### config.mk
export PLATFORM = sky130hd
export DESIGN_NAME = exc_commit_flat
export DESIGN_NICKNAME = d
export VERILOG_FILES = /design/src/rtl/exc_commit_if.sv /design/src/rtl/exc_commit.sv /design/src/flat_wrapper.sv
export SDC_FILE = /design/constraint.sdc
export NUM_CORES = 1
export LEC_CHECK = 0
export ABC_AREA = 1
export CAP_MARGIN = 15
export CORE_UTILIZATION = 25
export CTS_CLUSTER_DIAMETER = 80
export DETAILED_ROUTE_END_ITERATION = 12
export GPL_TIMING_DRIVEN = 0
export MAX_ROUTING_LAYER = met4
export PLACE_DENSITY_LB_ADDON = 0.15
export SLEW_MARGIN = 20
export SYNTH_ARGS = -nofsm -noshare
export SYNTH_HDL_FRONTEND = slang
export SYNTH_SLANG_ARGS = --single-unit
### constraint.sdc
create_clock -name clk -period 10.1 [get_ports clk]
set_input_delay 2.02 -clock clk [delete_from_list [all_inputs] [get_ports clk]]
set_output_delay 2.02 -clock clk [all_outputs]
set_load 0.05 [all_outputs]
### src/rtl/exc_commit_if.sv
// MEM->WB instruction bundle handshake between the memory stage and the
// writeback/commit stage.
interface exc_commit_if;
   logic        in_valid;
   logic        in_ready;
   logic [31:0] in_pc;
   logic [1:0]  in_csr_op;
   logic [13:0] in_csr_num;
   logic [31:0] in_rd_val;
   logic [31:0] in_rj_val;
   logic [4:0]  in_exc;
   logic        in_ertn;
   logic        in_gr_we;
   logic [4:0]  in_dest;
   logic [31:0] in_result;

   modport master (
      output in_valid, in_pc, in_csr_op, in_csr_num, in_rd_val, in_rj_val,
             in_exc, in_ertn, in_gr_we, in_dest, in_result,
      input  in_ready
   );

   modport slave (
      input  in_valid, in_pc, in_csr_op, in_csr_num, in_rd_val, in_rj_val,
             in_exc, in_ertn, in_gr_we, in_dest, in_result,
      output in_ready
   );
endinterface

### src/rtl/exc_commit.sv
// Writeback/commit stage: resolves exceptions, interrupts and ertn, performs
// CSR read/write/exchange and register-file writeback for one instruction.
module exc_commit (
   input  logic        clk,
   input  logic        reset,
   exc_commit_if.slave mw,
   input  logic        has_int,
   input  logic [31:0] ex_entry,
   input  logic [31:0] csr_era,
   output logic [13:0] csr_num,
   output logic        csr_re,
   input  logic [31:0] csr_rdata,
   output logic        csr_we,
   output logic [31:0] csr_wdata,
   output logic        wb_ex,
   output logic [5:0]  wb_ecode,
   output logic [8:0]  wb_esubcode,
   output logic [31:0] wb_pc,
   output logic        ertn_flush,
   output logic        flush_valid,
   output logic [31:0] flush_pc,
   output logic        rf_we,
   output logic [4:0]  rf_waddr,
   output logic [31:0] rf_wdata
);
   localparam logic [1:0] OP_NONE = 2'b00;
   localparam logic [1:0] OP_RD   = 2'b01;
   localparam logic [1:0] OP_WR   = 2'b10;
   localparam logic [1:0] OP_XCHG = 2'b11;

   typedef enum logic [1:0] {EMPTY, COMMIT, XCHG_WR, FLUSH} state_t;
   state_t state_q, state_d;

   logic [31:0] pc_q, rd_q, rj_q, result_q, old_q;
   logic [1:0]  op_q;
   logic [13:0] num_q;
   logic [4:0]  exc_q, dest_q;
   logic        ertn_q, gr_we_q;

   logic        exc_any, redirect, dest_nz, hs;
   logic [5:0]  ecode;

   // Exception resolution, handshake and next-state decode
   always_comb begin
      exc_any = has_int | (|exc_q);
      if (has_int)       ecode = 6'h00;
      else if (exc_q[4]) ecode = 6'h08;
      else if (exc_q[3]) ecode = 6'h0D;
      else if (exc_q[2]) ecode = 6'h0B;
      else if (exc_q[1]) ecode = 6'h0C;
      else               ecode = 6'h09;
      redirect = exc_any | ertn_q;
      dest_nz  = |dest_q;
      // Only a plain, non-redirecting, single-cycle commit can take the next
      // instruction in the same cycle; reset blocks acceptance outright.
      mw.in_ready = !reset && ((state_q == EMPTY) ||
                    ((state_q == COMMIT) && !redirect && (op_q != OP_XCHG)));
      hs = mw.in_valid && mw.in_ready;
      state_d = state_q;
      case (state_q)
         EMPTY:   state_d = hs ? COMMIT : EMPTY;
         COMMIT: begin
            if (redirect)               state_d = FLUSH;
            else if (op_q == OP_XCHG)   state_d = XCHG_WR;
            else if (hs)                state_d = COMMIT;
            else                        state_d = EMPTY;
         end
         XCHG_WR: state_d = EMPTY;
         FLUSH:   state_d = EMPTY;
         default: state_d = EMPTY;
      endcase
   end

   // Output decode; reset masks everything so an in-flight write is aborted
   always_comb begin
      csr_num     = '0;
      csr_re      = 1'b0;
      csr_we      = 1'b0;
      csr_wdata   = '0;
      wb_ex       = 1'b0;
      wb_ecode    = '0;
      wb_esubcode = '0;
      wb_pc       = '0;
      ertn_flush  = 1'b0;
      flush_valid = 1'b0;
      flush_pc    = '0;
      rf_we       = 1'b0;
      rf_waddr    = '0;
      rf_wdata    = '0;
      if (!reset) begin
         if (state_q == COMMIT) begin
            if (exc_any) begin
               wb_ex       = 1'b1;
               wb_ecode    = ecode;
               wb_pc       = pc_q;
               flush_valid = 1'b1;
               flush_pc    = ex_entry;
            end else if (ertn_q) begin
               ertn_flush  = 1'b1;
               flush_valid = 1'b1;
               flush_pc    = csr_era;
            end else begin
               rf_waddr = dest_q;
               case (op_q)
                  OP_RD: begin
                     csr_re   = 1'b1;
                     csr_num  = num_q;
                     rf_we    = dest_nz;
                     rf_wdata = csr_rdata;
                  end
                  OP_WR: begin
                     csr_re    = 1'b1;
                     csr_we    = 1'b1;
                     csr_num   = num_q;
                     csr_wdata = rd_q;
                     rf_we     = dest_nz;
                     rf_wdata  = csr_rdata;
                  end
                  OP_XCHG: begin
                     // Read half only; the merged write happens next cycle
                     csr_re  = 1'b1;
                     csr_num = num_q;
                  end
                  default: begin
                     rf_we    = gr_we_q & dest_nz;
                     rf_wdata = result_q;
                  end
               endcase
            end
         end else if (state_q == XCHG_WR) begin
            csr_num   = num_q;
            csr_we    = 1'b1;
            csr_wdata = (old_q & ~rj_q) | (rd_q & rj_q);
            rf_we     = dest_nz;
            rf_waddr  = dest_q;
            rf_wdata  = old_q;
         end
      end
   end

   // State register, WB bundle latch and csrxchg old-value capture
   always_ff @(posedge clk) begin
      if (reset) begin
         state_q <= EMPTY;
      end else begin
         state_q <= state_d;
         if (hs) begin
            pc_q     <= mw.in_pc;
            op_q     <= mw.in_csr_op;
            num_q    <= mw.in_csr_num;
            rd_q     <= mw.in_rd_val;
            rj_q     <= mw.in_rj_val;
            exc_q    <= mw.in_exc;
            ertn_q   <= mw.in_ertn;
            gr_we_q  <= mw.in_gr_we;
            dest_q   <= mw.in_dest;
            result_q <= mw.in_result;
         end
         if (state_q == COMMIT) old_q <= csr_rdata;
      end
   end
endmodule

### src/flat_wrapper.sv
// flat-port wrapper written by rule: the top's interface ports become plain ports
module exc_commit_flat 
  (clk, reset, has_int, ex_entry, csr_era, csr_num, csr_re, csr_rdata, csr_we, csr_wdata, wb_ex, wb_ecode, wb_esubcode, wb_pc, ertn_flush, flush_valid, flush_pc, rf_we, rf_waddr, rf_wdata, mw_in_valid, mw_in_pc, mw_in_csr_op, mw_in_csr_num, mw_in_rd_val, mw_in_rj_val, mw_in_exc, mw_in_ertn, mw_in_gr_we, mw_in_dest, mw_in_result, mw_in_ready);
  exc_commit_if mw_i ();
  input  logic clk;
  input  logic reset;
  input  logic has_int;
  input  logic [31:0] ex_entry;
  input  logic [31:0] csr_era;
  output logic [13:0] csr_num;
  output logic csr_re;
  input  logic [31:0] csr_rdata;
  output logic csr_we;
  output logic [31:0] csr_wdata;
  output logic wb_ex;
  output logic [5:0] wb_ecode;
  output logic [8:0] wb_esubcode;
  output logic [31:0] wb_pc;
  output logic ertn_flush;
  output logic flush_valid;
  output logic [31:0] flush_pc;
  output logic rf_we;
  output logic [4:0] rf_waddr;
  output logic [31:0] rf_wdata;
  input wire logic [$bits(mw_i.in_valid)-1:0] mw_in_valid;
  input wire logic [$bits(mw_i.in_pc)-1:0] mw_in_pc;
  input wire logic [$bits(mw_i.in_csr_op)-1:0] mw_in_csr_op;
  input wire logic [$bits(mw_i.in_csr_num)-1:0] mw_in_csr_num;
  input wire logic [$bits(mw_i.in_rd_val)-1:0] mw_in_rd_val;
  input wire logic [$bits(mw_i.in_rj_val)-1:0] mw_in_rj_val;
  input wire logic [$bits(mw_i.in_exc)-1:0] mw_in_exc;
  input wire logic [$bits(mw_i.in_ertn)-1:0] mw_in_ertn;
  input wire logic [$bits(mw_i.in_gr_we)-1:0] mw_in_gr_we;
  input wire logic [$bits(mw_i.in_dest)-1:0] mw_in_dest;
  input wire logic [$bits(mw_i.in_result)-1:0] mw_in_result;
  output wire logic [$bits(mw_i.in_ready)-1:0] mw_in_ready;
  assign mw_i.in_valid = mw_in_valid;
  assign mw_i.in_pc = mw_in_pc;
  assign mw_i.in_csr_op = mw_in_csr_op;
  assign mw_i.in_csr_num = mw_in_csr_num;
  assign mw_i.in_rd_val = mw_in_rd_val;
  assign mw_i.in_rj_val = mw_in_rj_val;
  assign mw_i.in_exc = mw_in_exc;
  assign mw_i.in_ertn = mw_in_ertn;
  assign mw_i.in_gr_we = mw_in_gr_we;
  assign mw_i.in_dest = mw_in_dest;
  assign mw_i.in_result = mw_in_result;
  assign mw_in_ready = mw_i.in_ready;
  exc_commit u_core (.clk(clk), .reset(reset), .mw(mw_i), .has_int(has_int), .ex_entry(ex_entry), .csr_era(csr_era), .csr_num(csr_num), .csr_re(csr_re), .csr_rdata(csr_rdata), .csr_we(csr_we), .csr_wdata(csr_wdata), .wb_ex(wb_ex), .wb_ecode(wb_ecode), .wb_esubcode(wb_esubcode), .wb_pc(wb_pc), .ertn_flush(ertn_flush), .flush_valid(flush_valid), .flush_pc(flush_pc), .rf_we(rf_we), .rf_waddr(rf_waddr), .rf_wdata(rf_wdata));
endmodule
# --- Yosys cells after proc, flatten, opt, wreduce, memory -nomap -nowiden ---
# Cells that the tools add are included.
classes:
  n_eq_ne: 7
  muxes: 69
  bitwise_logic: 8
  n_reduce_logical: 15
ops:
  columns: ["cell", "count"]
  rows:
  - ["$mux 32", 18]
  - ["$mux 14", 6]
  - ["$and 32x32->32", 2]
  - ["$pmux 32 s2", 1]
  - ["$mux 6", 7]
  - ["$not 32->32", 1]
  - ["$or 32x32->32", 1]
  - ["$mux 1", 27]
  - ["$mux 5", 5]
  - ["$reduce_or 5->1", 2]
  - ["$eq 2x2->1 const B", 4]
  - ["$pmux 2 s3", 1]
  - ["$eq 2x1->1 const B", 2]
  - ["$logic_and 1x1->1", 4]
  - ["$mux 2", 2]
  - ["$reduce_and 2->1", 2]
  - ["$reduce_or 2->1", 2]
  - ["$mux 3", 1]
  - ["$reduce_or 3->1", 1]
  - ["$logic_not 1->1", 2]
  - ["$logic_not 2->1", 1]
  - ["$ne 2x2->1 const B", 1]
  - ["$or 1x1->1", 2]
  - ["$pmux 1 s2", 1]
  - ["3 further kinds", 3]
word_totals:
  register_bits: 190
  input_bits: 256
  out_inout_bits: 169

# --- Depth between registers and ports, before layout ---
# Gate-level depths: netlist (run 1).
depth:
  ltp_word: 13
  ltp_mapped: 10
  mapped_depth_nobuf: 8

# --- Worst setup path before layout (run 1) ---
# OpenSTA, ideal clock, no wires.
synth_timing:
  kind: "input to output"
  startpoint: "in reset"
  endpoint: "out wb_ecode[1]"
  arrival_time_ns: 4.283
  required_time_ns: 8.080
  slack_ns: 3.797
  stages: 3
  path_buffers: 0
  path_cell_list: "nor2_4 nand3_1 nor4_1"
synth_via:
  elab_chain_cells: 1
synth_rtl:
  columns: ["item", "line", "text"]
  rows:
  - ["start: declaration", "flat_wrapper.sv:6", "input logic reset;"]
  - ["$mux 6", "exc_commit.sv:90", "if (!reset) begin"]
  - ["end: declaration", "flat_wrapper.sv:16", "output logic [5:0] wb_ecode;"]
# Every way passes these cells.

# --- Worst setup path after layout (run 1) ---
layout_timing:
  startpoint: "in reset"
  endpoint: "out csr_wdata[14]"
layout_via:
  elab_chain_cells: 1
layout_rtl:
  columns: ["item", "line", "text"]
  rows:
  - ["$mux 32", "exc_commit.sv:90", null]
  - ["end: declaration", "flat_wrapper.sv:14", "output logic [31:0] csr_wdata;"]
# Every way passes these cells.

==> reports/results.ini, run 1 <==
[grt]
grt_pass1_wl_um=53700
use_met1=0.217
grtUsageMet2=0.355
antenna_found_initial=6
top_usage_layer=met2
overflow=0
use_met3=0.0521
grt_max_degree=80
gr-usage-all-layers=0.201
grt_pass1_vias=8699

[final_layout]
fillerInstances=3685
postLayoutCellArea_mm2=0.0147
multi_input_area_mm2=0.00296
area_delta_synth_final_pct=58.9
fin_nets=1700
regArea_mm2=0.00569
finalNonFillerCells=1928
drive_above_1_share=0.0571
finalCoreUtilization=0.403

[timing]
slew_violations=0
maxSlewHeadroom=0.476
finalCritPeriodShare=0.657
tightest_slew_ns=0.786
rsz0062_at_grt=false
tns_ns=0
timing_hold_violations_final=0
fin_ws_ns=3.47
min_period_ns=6.63
clock.fmax_mhz=151
holdWs_ns=0.746
finalClockSkew_ns=0.0126
finalSetupViolCount=0

[job]
cap_violations=0

[clocking]
ctsHoldBuffers=0
numCtsBuffers=17
cts-root-buf=clkbuf_16
cts_tree=done
cts.clk_slew.worst_paths_ns=0.07
clockBufferDepth=2
cts-htree-levels=4
cts.sinks=190
clk_latency_ns=0.45
postCtsSetupBuffers=0
cts_resized=0

[placed_design]
place_ws_ns=3.38
dp.cells=1890
dp_hpwl_um=29200
gp_congestion=0.860
io_buffers=413
placed_cell_area_mm2=0.0141

[power_and_ir_drop]
p_leak_nw=5.52
power.density_mw_per_mm2=167
power_switching_mw=0.852
irDropWorstVdd_mv=0.120
p_seq_frac=0.396
combPwrFrac=0.317
switching_share=0.347
total_power_mw=2.46
power_frac_clock=0.287
p_int_mw=1.61

[routing]
antenna_left=0
drc=0
wl_per_cell_um=19.3
drt_iter0_drc=435
routed_via_density=4.53
routed-via-count=8726
dr.pass1.iters=5
routed_wl_um=37200

[setup_path]
critPathKind=in -> out
path_cells=clkdlybuf4s50_1 -> buf_2 -> inv_2 -> nand3_2 -> clkbuf_1 -> o21ai_0 -> o21ai_1 -> a21oi_1 -> clkdlybuf4s50_1
cpMaxStageDelayCell=clkdlybuf4s50_1
cp_max_fo=10
cpMostUsedCell=clkdlybuf4s50_1
end_kind=output port
cp_slowest_stage_delay_ns=0.72
startpoint_type=primary input
arrival_ns=4.61
cp_data_required_time_ns=8.08

[synthesis]
yosys.area.top_type=edfxtp_1
ys.flop_type=edfxtp_1
ys_async_sr_fraction=0
synthCells=996
ys_top_cells_by_count=nand2_1 (221), edfxtp_1 (188), nor2_1 (125)
synth_cell_type_count=23
synth-compound-area-share=0.0794
synth_warnings=0
synthSimpleGateAreaFrac=0.231
synth.most_common_cell=nand2_1
synthMuxAreaShare=0
ys_seq_area_frac=0.613
netlist_area_mm2=0.00927
synth_top_family_by_area=simple AND/OR/NAND/NOR gates
avgSynthCellArea_um2=9.31
synth.area.top_cells=edfxtp_1 (61%), nand2_1 (8.9%), nand3_1 (6.0%)
synth_seq_cells=190
synth_top_area_frac=0.609
synth-xor-area-share=0
synth_edf_count=188
synth_fa_ha_area_frac=0.00405

[floorplan]
die_w_um=195
initial_core_util=0.254
rows=70
core_area_mm2=0.0365
ioPinCount=425
fp.dieArea_mm2=0.0379
die_h_um=195

[status]
status=finished clean

[hold_path]
hold_path_class=reg -> reg

[cell families after synthesis]
kind of cell | count (synthesis)
buffers and inverters | 154
adders and majority gates | 3
AOI/OAI and AO/OA | 147
other | 1
and+or+nand+nor | 501
DFF | 190
[metal layers]
layer	vias up	share of wire
met3	45	0.071
met4	0	0.025
met1	4044	0.39
li1	4277	-
met5	-	0
met2	360	0.52
[cells in the final DEF, fill, tap and decap left out, types with 6 or more instances in the layout]
master and count:
buf_4 16, nor2_1 125, clkbuf_1 44, clkdlybuf4s50_1 413, o21ai_0 61, clkbuf_16 17, buf_2 20, nand3_1 111
nand2_1 221, conb_1 11, a21oi_1 66, edfxtp_1 188, inv_2 7, diode_2 6, nand4_1 35, o21ai_1 20
inv_1 64
[worst max-delay path, delay by kind of cell]
| family | cells | cell delay [ns] |
|---|---|---|
| simple gates | 1 | 0.18 |
| compound gates | 3 | 0.34 |
| buf+inv | 5 | 2.07 |
[power groups by stage]
stage | clock (mW) | sequential, mW | combinational, mW
2_1_floorplan | 0 | 0.991 | 0.446
3_3_place_gp | 0 | 1.01 | 0.769
3_5_place_dp | 0 | 0.991 | 0.785
4_1_cts | 0.727 | 0.974 | 0.786
5_1_grt | 0.750 | 0.981 | 0.835
6_report | 0.705 | 0.974 | 0.779
[flip-flops by register name (all words and copies together) (netlist names)]
name and count:
u_core.op_q 2, u_core.exc_q 5, u_core.state_q 2, u_core.old_q 32, u_core.gr_we_q 1, u_core.rd_q 32
u_core.ertn_q 1, u_core.rj_q 32, u_core.num_q 14, u_core.pc_q 32, u_core.result_q 32, u_core.dest_q 5
[cell type report]
type                            count  share of cell area
Sequential cell                   190               0.386
Timing Repair Buffer              416               0.286
Multi-Input combinational cell    662               0.201
Tap cell                          468              0.0398
Clock buffer                       18              0.0291
Buffer                             82              0.0267
Inverter                           72              0.0189
Clock inverter                     14              0.0113
Antenna cell                        6             0.00102
[worst paths after layout]
kind                             endpoint                       from  cells after the start  slack (ns)
max                         csr_wdata[14]                      reset                      9        3.47
min          u_core.state_q[1]$_SDFF_PP0_   u_core.op_q[0]$_DFFE_PP_                      3        0.75
max reg2reg     u_core.rj_q[22]$_DFFE_PP_  u_core.exc_q[1]$_DFFE_PP_                      8        7.27
min reg2reg  u_core.state_q[1]$_SDFF_PP0_   u_core.op_q[0]$_DFFE_PP_                      3        0.75
No activity file was read; power rests on OpenSTA's default activity.
==> run 2, diff against run 1 <==
clock period = 5.95 ns   (was 10.1 ns; I/O delays follow)
==> results of run 2 <==
The final DEF is identical to that of run 1. Status: finished clean.
Among the figures that moved: setup slack after placement 3.38 ns -> 0.892 ns; setup slack after layout 3.47 ns -> 0.976 ns; register-to-register setup slack 7.27 ns -> 3.12 ns; total power 2.46 mW -> 4.17 mW; worst IR drop on VDD 0.120 mV -> 0.204 mV
==> run 3, diff against run 2 <==
clock period = 4.6 ns   (was 5.95 ns; I/O delays follow)
==> reports/results.ini, run 3 (synthesis gave the netlist of run 1 again) <==
[timing]
slew_violations=0  ; unchanged
timing_hold_violations_final=0  ; unchanged
maxSlewHeadroom=0.488  ; +0.0115
clock.fmax_mhz=228
rsz0062_at_grt=false
tns_ns=0  ; unchanged
tightest_slew_ns=0.768  ; -0.0173 ns
finalClockSkew_ns=0.0108  ; -0.00180 ns
finalCritPeriodShare=0.952
min_period_ns=4.38
fin_ws_ns=0.219
finalSetupViolCount=0  ; unchanged

[clocking]
clockBufferDepth=2  ; unchanged
cts.clk_slew.worst_paths_ns=0.07  ; about the same
numCtsBuffers=17  ; unchanged
cts-htree-levels=4  ; unchanged
cts.sinks=190  ; unchanged
clk_latency_ns=0.45  ; about the same
cts-root-buf=clkbuf_16
cts_tree=done

[floorplan]
ioPinCount=425  ; unchanged
fp.dieArea_mm2=0.0379  ; unchanged
core_area_mm2=0.0365  ; unchanged
die_h_um=195  ; unchanged
die_w_um=195  ; unchanged
rows=70  ; unchanged
initial_core_util=0.254  ; unchanged

[placed_design]
place_ws_ns=-0.0429
gp_congestion=0.807  ; -6.1%
dp.cells=1894  ; +0.21%
io_buffers=413  ; unchanged
placed_cell_area_mm2=0.0142  ; +0.49%
dp_hpwl_um=29800  ; +2.0%

[power_and_ir_drop]
switching_share=0.352
p_seq_frac=0.396  ; about the same
p_int_mw=3.50
power_frac_clock=0.284  ; -0.003
total_power_mw=5.39
irDropWorstVdd_mv=0.264
power_switching_mw=1.90
power.density_mw_per_mm2=364
combPwrFrac=0.320  ; +0.003
p_leak_nw=5.59  ; +1.4%

[routing]
routed_wl_um=37500  ; +0.77%
wl_per_cell_um=19.4  ; +0.35%
dr.pass1.iters=5  ; unchanged
drc=0  ; unchanged
antenna_left=0  ; unchanged
routed_via_density=4.56  ; +0.72%
drt_iter0_drc=522  ; +20%
routed-via-count=8825  ; +1.1%

[grt]
gr-usage-all-layers=0.205  ; +0.00484
grt_max_degree=32  ; -60%
overflow=0  ; unchanged
grt_pass1_wl_um=55500  ; +3.4%
antenna_found_initial=7  ; +1
grt_pass1_vias=8925  ; +2.6%

[status]
status=finished clean

[setup_path]
cp_data_required_time_ns=3.68
startpoint_type=primary input
cpMostUsedCell=clkdlybuf4s50_1
cpMaxStageDelayCell=clkdlybuf4s50_1
cp_max_fo=10  ; unchanged
end_kind=output port
critPathKind=in -> out
path_cells=clkdlybuf4s50_1 -> buf_2 -> inv_2 -> nand3_2 -> clkbuf_2 -> o21ai_0 -> o21ai_1 -> a21oi_1 -> clkdlybuf4s50_1
cp_slowest_stage_delay_ns=0.82  ; +0.10 ns
arrival_ns=3.46

[job]
cap_violations=0  ; unchanged

[final_layout]
regArea_mm2=0.00569  ; unchanged
postLayoutCellArea_mm2=0.0148  ; +0.57%
fillerInstances=3679  ; -0.16%
area_delta_synth_final_pct=59.8
final_common_cell=clkdlybuf4s50_1
finalNonFillerCells=1936  ; +0.41%
multi_input_area_mm2=0.00296  ; unchanged
drive_above_1_share=0.0623  ; +0.00524
fin_nets=1706  ; +0.35%
final_cell_mix=clkdlybuf4s50_1 (408), nand2_1 (221), edfxtp_1 (188)

[hold_path]
hold_path_class=reg -> reg

==> run 3: changes by cell type in the layout (fill, tap and decap cells not counted), moves of 2 or more <==
cell	before	now
buf_12	0	5
clkdlybuf4s50_1	413	408
dlygate4sd2_1	0	3
buf_4	16	18
clkinv_2	3	1
clkinvlp_4	3	5
diode_2	6	8
dlymetal6s2s_1	0	2
==> run 3: what timing repair did <==
action,CTS,global route
pin swaps,1,1
endpoints found under the setup margin,7,7
hold buffers,0,0
buffers inserted,0,2
gates cloned,0,0
gates resized for setup,3,4
==> run 3: routing by layer <==
layer  track usage  up-vias  routed length, um
li1              -     4301                  -
met1         0.225     4133              14800
met2         0.368      354              19300
met3        0.0470       37               2600
met4        0.0606        0                796
met5             -        -                  0
==> run 3: final cells by class <==
class,instances,share of cell area
Timing Repair Buffer,422,0.291
Tap cell,468,0.0395
Clock buffer,18,0.0290
Multi-Input combinational cell,662,0.200
Buffer,82,0.0266
Sequential cell,190,0.384
Inverter,72,0.0185
Antenna cell,8,0.00135
Clock inverter,14,0.0107
==> run 3: power groups by stage <==
stage | registers [mW] | logic (mW) | clock network (mW)
after floorplan | 2.17 | 0.981 | 0
after global placement | 2.20 | 1.69 | 0
after detailed placement | 2.18 | 1.74 | 0
after CTS | 2.14 | 1.74 | 1.57
after global routing | 2.15 | 1.87 | 1.62
final | 2.14 | 1.73 | 1.53
==> run 3: path summary, 6_finish.rpt <==
path / depth (start not counted) / to / slack (ns) / startpoint
worst max-delay path: 9 / csr_wdata[20] / 0.22 / reset
worst min-delay path: 3 / u_core.state_q[1]$_SDFF_PP0_ / 0.73 / u_core.op_q[0]$_DFFE_PP_
worst max register to register: 9 / u_core.result_q[27]$_DFFE_PP_ / 1.86 / u_core.exc_q[1]$_DFFE_PP_
worst min register to register: 3 / u_core.state_q[1]$_SDFF_PP0_ / 0.73 / u_core.op_q[0]$_DFFE_PP_
==> run 3: critical path, delay by kind of cell <==
kind / cells / cell delay [ns]
compound gates: 3 / 0.39
buf+inv: 5 / 1.93
simple gates: 1 / 0.21
==> run 3: per-stage QoR <==
| stage | util | hold WS [ns] |
|---|---|---|
| floorplan | - | 0.653 |
| global placement | 0.384 | 0.683 |
| detailed placement | 0.388 | 0.693 |
| CTS | 0.404 | 0.725 |
| global route | 0.405 | 0.811 |
| finish | 0.406 | 0.727 |
